**config.mk**
```make
export PLATFORM = sky130hd
export DESIGN_NAME = base_rr_arb
export DESIGN_NICKNAME = d
export VERILOG_FILES = /design/src/rtl/base_arb_pkg.sv /design/src/rtl/base_rr_onehot.sv /design/src/rtl/base_rr_arb.sv
export SDC_FILE = /design/constraint.sdc
export NUM_CORES = 1
export LEC_CHECK = 0
export ABC_AREA = 1
export CAP_MARGIN = 20
export CELL_PAD_IN_SITES_DETAIL_PLACEMENT = 0
export CELL_PAD_IN_SITES_GLOBAL_PLACEMENT = 2
export CORE_MARGIN = 2
export CORE_UTILIZATION = 24
export CTS_CLUSTER_DIAMETER = 30
export DETAILED_ROUTE_END_ITERATION = 10
export HOLD_SLACK_MARGIN = 0.06
export PLACE_DENSITY_LB_ADDON = 0.2
export SYNTH_ARGS = -nofsm -noshare
export SYNTH_HDL_FRONTEND = slang
export SYNTH_HIERARCHICAL = 1
export SYNTH_SLANG_ARGS = --single-unit
export TNS_END_PERCENT = 20
```
**constraint.sdc**
```tcl
create_clock -name clk -period 1.9 [get_ports clk]
set_clock_uncertainty 0.1 [all_clocks]
set_input_delay 0.475 -clock clk [delete_from_list [all_inputs] [get_ports clk]]
set_output_delay 0.475 -clock clk [all_outputs]
set_load 0.05 [all_outputs]
```
**src/rtl/base_arb_pkg.sv**
```systemverilog
// -----------------------------------------------------------------------------
// base_arb_pkg
//   Shared definitions for the round-robin arbiter family.
//   - arb_state_e : arbiter FSM state (IDLE / HOLD)
//   - rr_wrap_inc : next round-robin index, wrapping at the requester count
// -----------------------------------------------------------------------------
package base_arb_pkg;

  typedef enum logic {
    IDLE = 1'b0,
    HOLD = 1'b1
  } arb_state_e;

  // Index following idx in a ring of n requesters. idx is always < n, so
  // a compare-and-reset is enough and no divider is needed.
  function automatic int unsigned rr_wrap_inc(input int unsigned idx,
                                              input int unsigned n);
    return (idx + 1 >= n) ? 0 : idx + 1;
  endfunction

endpackage : base_arb_pkg

```
**src/rtl/base_rr_onehot.sv**
```systemverilog
// -----------------------------------------------------------------------------
// base_rr_onehot
//   Binary-to-one-hot decoder with enable. The output is all-zero when en is
//   low, so at most one bit is ever set.
//
//   Parameters:
//     width        number of one-hot output bits
//     index_width  width of the binary index
//   Ports:
//     en      input   enable; forces output to zero when low
//     index   input   binary index to decode
//     onehot  output  decoded one-hot vector
// -----------------------------------------------------------------------------
module base_rr_onehot
  import base_arb_pkg::*;
#(
  parameter int width       = 4,
  parameter int index_width = 2
) (
  input  logic                   en,
  input  logic [index_width-1:0] index,
  output logic [width-1:0]       onehot
);

  for (genvar gi = 0; gi < width; gi++) begin : g_dec
    assign onehot[gi] = en && (index == index_width'(gi));
  end

endmodule : base_rr_onehot

```
**src/rtl/base_rr_arb.sv**
```systemverilog
// -----------------------------------------------------------------------------
// base_rr_arb
//   Round-robin arbiter with one-cycle grant latency. In IDLE the first
//   requesting index at or above the rotating pointer is granted on the next
//   edge; the grant is then held (HOLD) for as long as that requester keeps
//   its request up. On release the pointer moves to the index just above the
//   last grantee, and there is always one IDLE cycle between two grants.
//
//   Parameters:
//     enc_width       width of the encoded grant index
//     req_width       number of requesters (1 .. 2**enc_width)
//     timeout_cycles  maximum grant hold length (timeout build only)
//   Ports:
//     clk        input   clock, rising edge
//     reset      input   asynchronous active-high reset
//     req        input   level request per requester
//     grant      output  one-hot grant, zero when nothing is granted
//     grant_v    output  a grant is active
//     grant_enc  output  binary index of the grantee (valid with grant_v)
//     timeout    output  one-cycle pulse when a grant was cut short
//                        (only when BASE_RR_ARB_TIMEOUT_EN is defined)
//
//   Build option:
//     BASE_RR_ARB_TIMEOUT_EN  adds the hold counter and the timeout port.
//                             Without it a grant lasts until req drops.
// -----------------------------------------------------------------------------
module base_rr_arb
  import base_arb_pkg::*;
#(
  parameter int enc_width      = 2,
  parameter int req_width      = 2**enc_width,
  parameter int timeout_cycles = 16
) (
  input  logic                 clk,
  input  logic                 reset,
  input  logic [req_width-1:0] req,
  output logic [req_width-1:0] grant,
  output logic                 grant_v,
  output logic [enc_width-1:0] grant_enc
`ifdef BASE_RR_ARB_TIMEOUT_EN
  ,
  output logic                 timeout
`endif
);

  // Catch impossible configurations at elaboration rather than in the lab.
  if (req_width < 1 || req_width > (1 << enc_width) || timeout_cycles < 1)
  begin : g_param_check
    $error("base_rr_arb: illegal enc_width/req_width/timeout_cycles");
  end

  // ---------------------------------------------------------------------------
  // State
  // ---------------------------------------------------------------------------
  arb_state_e           state_q, state_d;
  logic [enc_width-1:0] ptr_q, ptr_d;
  logic [enc_width-1:0] grant_enc_q, grant_enc_d;
  logic                 grant_v_q, grant_v_d;

  // Combinational search results
  logic [2*req_width-1:0] req_dbl;
  logic [req_width-1:0]   req_rot;
  logic                   sel_found;
  logic [enc_width-1:0]   sel_idx;

  // Hold tracking
  logic                   held;
  logic                   release_hold;
  logic [enc_width-1:0]   ptr_after_grant;

`ifdef BASE_RR_ARB_TIMEOUT_EN
  localparam int cnt_w = $clog2(timeout_cycles + 1);
  localparam logic [cnt_w-1:0] cnt_last = cnt_w'(timeout_cycles - 1);

  logic [cnt_w-1:0] hold_cnt_q, hold_cnt_d;
  logic             timeout_q, timeout_d;
  logic             timeout_hit;
`endif

  // ---------------------------------------------------------------------------
  // Grant decode: grant is derived from the registered index so it can never
  // disagree with grant_enc or carry more than one bit.
  // ---------------------------------------------------------------------------
  base_rr_onehot #(
    .width       (req_width),
    .index_width (enc_width)
  ) u_onehot (
    .en     (grant_v_q),
    .index  (grant_enc_q),
    .onehot (grant)
  );

  assign grant_v   = grant_v_q;
  assign grant_enc = grant_enc_q;

  // ---------------------------------------------------------------------------
  // Rotating priority search.
  // Concatenating req with itself and shifting right by ptr puts the pointer
  // position at bit 0, so a plain lowest-bit-first scan of req_rot walks the
  // ring upward from ptr and wraps at req_width-1. This also handles
  // non-power-of-two widths: the ring is exactly req_width long.
  // ---------------------------------------------------------------------------
  assign req_dbl = {req, req};
  assign req_rot = req_width'(req_dbl >> ptr_q);

  always_comb begin
    sel_found = 1'b0;
    sel_idx   = '0;
    for (int i = 0; i < req_width; i++) begin
      if (!sel_found && req_rot[i]) begin
        sel_found = 1'b1;
        // ptr + i < 2*req_width, so one conditional subtract restores range.
        sel_idx   = enc_width'((int'(ptr_q) + i >= req_width)
                               ? (int'(ptr_q) + i - req_width)
                               : (int'(ptr_q) + i));
      end
    end
  end

  // The grantee still wants the resource. grant is zero outside HOLD, so this
  // is only meaningful while holding.
  assign held = |(req & grant);

  assign ptr_after_grant = enc_width'(rr_wrap_inc(32'(grant_enc_q), req_width));

`ifdef BASE_RR_ARB_TIMEOUT_EN
  // Counter holds (number of HOLD cycles already completed); it equals
  // cnt_last during the timeout_cycles-th cycle of grant_v.
  assign timeout_hit  = (hold_cnt_q == cnt_last);
  assign release_hold = !held || timeout_hit;
  assign timeout      = timeout_q;
`else
  assign release_hold = !held;
`endif

  // ---------------------------------------------------------------------------
  // FSM: state register (all registers live here)
  // ---------------------------------------------------------------------------
  always_ff @(posedge clk or posedge reset) begin
    if (reset) begin
      state_q     <= IDLE;
      ptr_q       <= '0;
      grant_enc_q <= '0;
      grant_v_q   <= 1'b0;
`ifdef BASE_RR_ARB_TIMEOUT_EN
      hold_cnt_q  <= '0;
      timeout_q   <= 1'b0;
`endif
    end else begin
      state_q     <= state_d;
      ptr_q       <= ptr_d;
      grant_enc_q <= grant_enc_d;
      grant_v_q   <= grant_v_d;
`ifdef BASE_RR_ARB_TIMEOUT_EN
      hold_cnt_q  <= hold_cnt_d;
      timeout_q   <= timeout_d;
`endif
    end
  end

  // ---------------------------------------------------------------------------
  // FSM: next-state logic
  // ---------------------------------------------------------------------------
  always_comb begin
    state_d = state_q;
    case (state_q)
      IDLE:    if (sel_found)    state_d = HOLD;
      HOLD:    if (release_hold) state_d = IDLE;
      default:                   state_d = IDLE;
    endcase
  end

  // ---------------------------------------------------------------------------
  // FSM: output / datapath logic
  // Outputs are registered, so the values computed here appear one edge
  // later, which gives the one-cycle request-to-grant latency.
  // ---------------------------------------------------------------------------
  always_comb begin
    grant_enc_d = grant_enc_q;
    grant_v_d   = grant_v_q;
    ptr_d       = ptr_q;
`ifdef BASE_RR_ARB_TIMEOUT_EN
    hold_cnt_d  = hold_cnt_q;
    timeout_d   = 1'b0;
`endif
    case (state_q)
      IDLE: begin
        if (sel_found) begin
          grant_enc_d = sel_idx;
          grant_v_d   = 1'b1;
`ifdef BASE_RR_ARB_TIMEOUT_EN
          hold_cnt_d  = '0;
`endif
        end
      end
      HOLD: begin
        if (release_hold) begin
          grant_enc_d = '0;
          grant_v_d   = 1'b0;
          ptr_d       = ptr_after_grant;
`ifdef BASE_RR_ARB_TIMEOUT_EN
          // Still requested yet released: the counter forced it.
          timeout_d   = held;
`endif
        end else begin
`ifdef BASE_RR_ARB_TIMEOUT_EN
          hold_cnt_d  = hold_cnt_q + cnt_w'(1);
`endif
        end
      end
      default: begin
        grant_enc_d = '0;
        grant_v_d   = 1'b0;
      end
    endcase
  end

endmodule : base_rr_arb

```
* Yosys cells after proc, flatten, opt, wreduce, memory -nomap -nowiden *
Cells that the tools add are included.

word-level totals
  logic and storage cells = 62
  bits in registers = 6

operators by class
  mux-type cells = 22
  add/subtract/negate cells = 8
  shift-type cells = 1
  magnitude comparators = 5
  equality and inequality tests = 5
  reductions and logical operators = 14
  bitwise gates (word level) = 3

operators by type and width
  operator               count
  $mux W2                11
  $ge A3 B3 Y1 const B   4
  $mux W1                8
  $shr A8 B2 Y4          1
  $sub A2 B1 Y2 const B  4
  $logic_and A1 B1 Y1    7
  $add A2 B1 Y3 const B  2
  $add A2 B2 Y3 const B  2
  $and A4 B4 Y4          1
  $eq A2 B2 Y1 const B   2
  $ne A2 B2 Y1 const B   2
  $pmux W1 S2            2
  $pmux W2 S2            1
  $reduce_and A2 Y1      2
  $reduce_or A4 Y1       1
  $ge A2 B3 Y1 const B   1
  $logic_not A1 Y1       3
  $eq A2 B1 Y1 const B   1
  $logic_not A2 Y1       1
  $not A1 Y1             2

* Logic depth before layout (Yosys ltp) *
  depth after elaboration = 13
  mapped depth = 12
  gate-level depth less buffers = 12

* Hierarchy *
Netlist, hierarchy kept.

modules (own cells, without submodules)
  module          instances  cells each  area each (µm²)  seq. area each (µm²)
  base_rr_arb     1          81          525.5            150.1
  base_rr_onehot  1          8           30.0             0.0

* Least setup slack after synthesis *
OpenSTA, ideal clock, no wires.

  path type = reg-to-reg
  start point = register grant_enc_q[0], in the netlist grant_enc[0]
  end point = register grant_enc_q[1], in the netlist grant_enc[1]
  library setup time = 66 ps
  cell stages (with the launch flop) = 9
  arrival = 2,083 ps
  setup slack = -349 ps
  cells stage by stage = dfrtp_1 -> inv_1 -> nor2_1 -> nand2_1 -> nand4_1 -> nor2_1 -> nor2_4 -> nand2_1 -> nand2_1

on the way
  word-level cells in the longest chain between the ends = 6
  elaborated cells between the ends (all ways) = 12
  classes of those cells = eq/ne (4); bitwise (1); reduce/logical (7)

RTL lines
  what                                RTL line              text
  start: declaration                  base_rr_arb.sv:57     logic [enc_width-1:0] grant_enc_q, grant_enc_d;
  start signal: assignment            base_rr_arb.sv:152    grant_enc_q <= grant_enc_d;
  $eq A2 B1 Y1                        base_rr_onehot.sv:26  assign onehot[gi] = en && (index == index_width'(gi));
  $logic_and A1 B1 Y1                 base_rr_onehot.sv:26
  via grant[1]                        base_rr_arb.sv:37     output logic [req_width-1:0] grant,
  $and A4 B4 Y4                       base_rr_arb.sv:122    assign held = |(req & grant);
  $reduce_or A4 Y1                    base_rr_arb.sv:122
  $ne A2 B2 Y1 (no source line)       n/a
  $reduce_and A2 Y1 (no source line)  n/a

The timed path passes the listed nets, and every way through them passes these cells.
A chain may end at the register's enable or synchronous reset.

* Worst setup path in the final report *
  start point = register grant_enc_q[0], in the netlist grant_enc[0]
  end point = output port grant[1]

on the way
  word-level cells in the longest chain between the ends = 2

RTL lines
  what                 RTL line
  $eq A2 B1 Y1         base_rr_onehot.sv:26
  $logic_and A1 B1 Y1  base_rr_onehot.sv:26
  end: declaration     base_rr_arb.sv:37

No other way between the ends.

==> qor.csv <==
stage;metric;value;unit
cells_and_area;nFillCells;235;
clocking;clk_latency;0.25;ns
synthesis;syn_inst;89;
pwr;seq_power_share;0.171;
floorplan;die_w;52.11;um
critical_path;crit_path_end_kind;output port;
route;wl;1329;um
critical_path;crit_family;flip-flops;
place;dp_hpwl;1116;um
clocking;ctsHoldBuffers;0;
cells_and_area;n_antenna_cell;0;
synthesis;synth.net_count;96;
critical_path;cp_slowest_cell;dfrtp_2;
outcome;outcome;completed;
pwr;p_leak;0.4372;nW
grt;grt_use_total;0.1163;
sta;setup-tns-final;0;ns
grt;grt_overflow;0;
pwr;switching_share;0.5373;
grt;grt_max_degree;8;
route;ant_nets;0;
clocking;cts_tree;yes;
sta;setup_violations;0;
route;wire_per_inst;9.493;um
synthesis;seq_area_frac_synth;0.2703;
critical_path;cp.buffers_inverters;2;
critical_path;crit_type;reg2out;
place;port_buffers;12;
grt;grt_pass1_vias;540;
route;drt_iter0_drc;9;
sta;fin_ws;0.1406;ns
pwr;combinationalPowerShare;0.758;
grt;grt_pass1_wl;2283;um
grt;antenna_found_initial;0;
floorplan;die_area;0.002715;mm2
floorplan;io-pin-count;13;
floorplan;start_util;0.2536;
clocking;cts_buffers;3;
synthesis;synth_area;555.5;um2
floorplan;std_cell_rows;17;
synthesis;syn_avg_cell_area;6.242;um2
sta;drv_slew;0;
cells_and_area;drive_gt1_frac;0.3482;
clocking;post_cts_buffers;0;
sta;fin_crit_sh;0.9260;
run;maxCapViolations;0;
clocking;clk_pin_slew;0.05;ns
cells_and_area;area_delta_synth_final;55.63;%
clocking;clk_path_buf_depth;2;
route;drc;0;
pwr;pwr_density_cell;1970;mW/mm2
route;viasPerCell;4.186;
pwr;peakVddDrop;0.001051;V
sta;worst_pin_slew;0.2343;ns
clocking;h-tree-depth;1;
cells_and_area;finalNetCount;121;
critical_path;cp.required;1.32;ns
synthesis;yosysUniqueCellTypes;17;
floorplan;coreArea;0.002191;mm2
pwr;clkPwrFrac;0.071;
critical_path;crit_fanout;7;
place;place.gp.congestion;0.7345;
clocking;cts_sinks;6;
sta;max_freq;0.5684;GHz
floorplan;die_h;52.11;um
sta;post-route-min-period;1.759;ns
critical_path;cpPeakStageDelay;0.48;ns
pwr;p_total;1.703;mW
route;num_vias;586;
pwr;switching_power;0.9152;mW
sta;hold_viol;0;
route;first_pass_iters;4;
sta;relSlewSlack;0.8436;
clocking;post_cts_resize_count;0;
critical_path;worstPathCellList;inv_1 -> nor2_4 -> buf_12;
place;pre_cts_ws;-0.07958;ns
clocking;cts_root_buf;clkbuf_4;
worst_hold_path;worstHoldPathType;in2async;
synthesis;ys_warn_count;6;
pwr;p_int;0.7881;mW
critical_path;worstSetupStartpointType;flop;
sta;rsz0062_at_grt;false;
critical_path;cp.arrival;1.18;ns
sta;timing.hold.ws;0.3412;ns
synthesis;ys_ff_latch;6;
[sequential cells by signal, summed over array words and instances, names as in the netlist]
signal     cells
grant_v        1
state_q        1
ptr_q          2
grant_enc      2
[cell families after synthesis]
| logic type | after synthesis | synth area share |
|---|---|---|
| xor+xnor | 1 | 0.01577 |
| fa+ha+maj | 1 | 0.02252 |
| buf+inv | 14 | 0.1126 |
| simple gates | 63 | 0.5428 |
| compound gates | 4 | 0.03602 |
| flops | 6 | 0.2703 |
[metal layers]
| metal | GRT usage | up-vias | part of all wire |
|---|---|---|---|
| met4 | 0.05263 | 0 | 0.018 |
| met1 | 0.1461 | 252 | 0.48 |
| met5 | 0 | - | 0 |
| met2 | 0.1878 | 6 | 0.48 |
| li1 | - | 326 | - |
| met3 | 0.02586 | 2 | 0.023 |
[cells in the mapped netlist]
cell type / n / area share
nand4_1: 3 / 0.034
ha_1: 1 / 0.023
nand2_1: 32 / 0.22
o21ai_0: 3 / 0.027
inv_1: 10 / 0.068
nor2_1: 9 / 0.061
inv_2: 3 / 0.020
nand4_2: 1 / 0.023
o21ai_1: 1 / 0.0090
clkbuf_8: 1 / 0.025
dfrtp_1: 6 / 0.27
nand3_2: 2 / 0.036
nand2_2: 7 / 0.079
nor2_4: 1 / 0.020
xor2_1: 1 / 0.016
nand3_1: 7 / 0.063
or2_0: 1 / 0.011
[power groups by stage]
stage	registers (mW)	clock network, mW	logic (mW)
finish	0.292	0.120	1.29
global route	0.306	0.133	1.43
CTS	0.296	0.124	1.31
detailed placement	0.297	0	1.30
global placement	0.299	0	1.30
floorplan	0.369	0	0.782
[cells in the final DEF (no fill, tap or decap), drive strengths merged, types with 3 or more instances in the layout]
| cell | netlist | layout |
|---|---|---|
| nand2 | 39 | 39 |
| buf | 0 | 16 |
| inv | 13 | 13 |
| nor2 | 10 | 10 |
| nand3 | 9 | 9 |
| dfrtp | 6 | 6 |
| clkdlybuf4s50 | 0 | 5 |
| nand4 | 4 | 4 |
| o21ai | 4 | 4 |
| clkbuf | 1 | 3 |
[worst paths after layout]
check                               endpoint  depth (start not counted)         start  slack (ns)
worst max-delay path                grant[1]                          3  grant_enc[0]        0.14
worst min-delay path            grant_enc[0]                          2         reset        0.34
worst max register to register  grant_enc[0]                          9      ptr_q[0]        0.32
worst min register to register       state_q                          2       state_q        0.37
max in group asynchronous       grant_enc[1]                          2         reset        1.14
min in group clk                     state_q                          2       state_q        0.37
[through the flow]
stage	area, um2	instances	util
after CTS	864.6	140	0.3946
after global routing	864.6	140	0.3946
after detailed placement	842.1	137	0.3844
after floorplan	588.1	89	-
final	864.6	140	0.3946
after global placement	842.1	137	0.3844
[final cells by class]
cell class              count  area (um2)  share of cell area
multi-input cells          69       372.9              0.4313
clock buffers               3       22.52             0.02605
inverters                  13       48.80             0.05644
well taps                  28       35.03             0.04052
repair buffers             21       232.7              0.2692
flip-flops and latches      6       152.6              0.1766
Note: power is estimated with default switching activity, not from simulation.
==> variant, RTL diff (same flow settings) <==
The option `BASE_RR_ARB_TIMEOUT_EN` is turned on by a define.
--- a/src/rtl/base_rr_arb.sv
+++ b/src/rtl/base_rr_arb.sv
@@ -25,4 +25,6 @@
 //                             Without it a grant lasts until req drops.
 // -----------------------------------------------------------------------------
+`define BASE_RR_ARB_TIMEOUT_EN
+
 module base_rr_arb
   import base_arb_pkg::*;
Function (old outputs only; new: timeout): no difference found for any inputs over 10 cycles, from zero or initial values and one cycle with reset high; that may be too few to reach the edited logic, so the function may still have changed.
==> variant against the unedited design <==
Clock power up 140%; synthesized cell count up 40%; routed wire length rose by 56%; first-iteration DRC count increased to 7.3 times the old value; power up 37%; critical path depth is 7 higher; worst setup slack improved by 0.0027 ns; sequential power is 71% higher; sequential cell count up 6; area after synthesis up 70%; via count is 40% higher; design area increased by 49%; largest cell class unchanged; highest routed layer unchanged.
==> variant: results (changes against the unedited design) <==
| Metric | Value |
|---|---|
| CP startpoint | `req[0]` |
| Vias | `823 (+40%)` |
| Pre-CTS setup slack | `-0.159 ns (-0.0793 ns)` |
| Syn Nets | `134 (+40%)` |
| Dpl hpwl | `1690 um (+51%)` |
| Crit path max-delay cell type | `clkdlybuf4s50_1` |
| Syn Area/Cell | `7.54 um2 (+21%)` |
| Final WL | `2070 um (+56%)` |
| Post-Place Cells | `188 (+37%)` |
| Vias in the first global route | `832 (+54%)` |
| Met3 WL post-DR | `55 um (+83%)` |
| IO buf count | `13 (+1)` |
| Critical-path maximum fanout | `3 (-4)` |
| Net Sw Frac | `51.9% (-1.8 points)` |
| Status | `finished, final reports clean` |
| Largest cells by area after synthesis | `dfrtp_1, nand2_1, nand2_4` |
| Cell area after placement | `1220 um2 (+45%)` |
| Overall Global Routing Usage | `10.8% (-0.85 points)` |
| GR Util met2 | `16.6% (-2.2 points)` |
| Detail Route met2 WL | `965 um (+52%)` |
| Number of DRC markers in iteration 0 | `66 (+57)` |
| Largest net degree at the start of global routing | `13 (+5)` |
| Global-route wire length before repair | `3690 um (+62%)` |
| Pleak | `0.000614 uW (+40%)` |
| Final GP Congestion | `0.716 (-2.5%)` |
| Share of post-route cells with drive strength above 1 | `36.1% (+1.3 points)` |
| Top Family by Delay on Critical Path | `simple AND/OR/NAND/NOR gates` |
| Sequential power share | `21.4% (+4.3 points)` |
| # nets final | `154 (+27%)` |
| Unique masters post-synth | `24 (+7)` |
| R2r setup slk | `0.21 ns (-0.11 ns)` |
| Critical Path Max Stage Delay | `0.55 ns (+0.07 ns)` |
| CTS root buf | `clkbuf_8` |
| Routed metal-1 wirelength | `1030 um (+61%)` |
| Filler cells | `393 (+67%)` |
## variant: cell types whose count changed after synthesis, sizes merged, moves of 2 or more
cell,delta
buf,+2
nand3,+7
a21oi,+2
dfrtp,+6
nor3,+3
inv,+8
nand2,+4
ha,+2
## variant: kinds of logic after synthesis
logic type / after synthesis
and+or+nand+nor: 76
buffers and inverters: 23
DFF: 12
AOI/OAI and AO/OA: 10
adders and majority gates: 3
xor gates and xnor gates: 1
## variant: final cells by class
cell class / instances / area [um2] / share of cell area, %
Timing Repair Buffer: 17 / 208 / 16.1
Clock buffer: 4 / 55.1 / 4.28
Inverter: 21 / 86.3 / 6.71
Tap cell: 48 / 60.1 / 4.67
Multi-Input combinational cell: 90 / 571 / 44.4
Sequential cell: 12 / 307 / 23.8
## variant: metrics by stage
stage | power [uW] | hold slack (ns)
detailed placement | 2070 | 0.408
floorplan | 1620 | 0.240
global placement | 2080 | 0.398
finish | 2340 | 0.413
CTS | 2370 | 0.420
global route | 2530 | 0.449
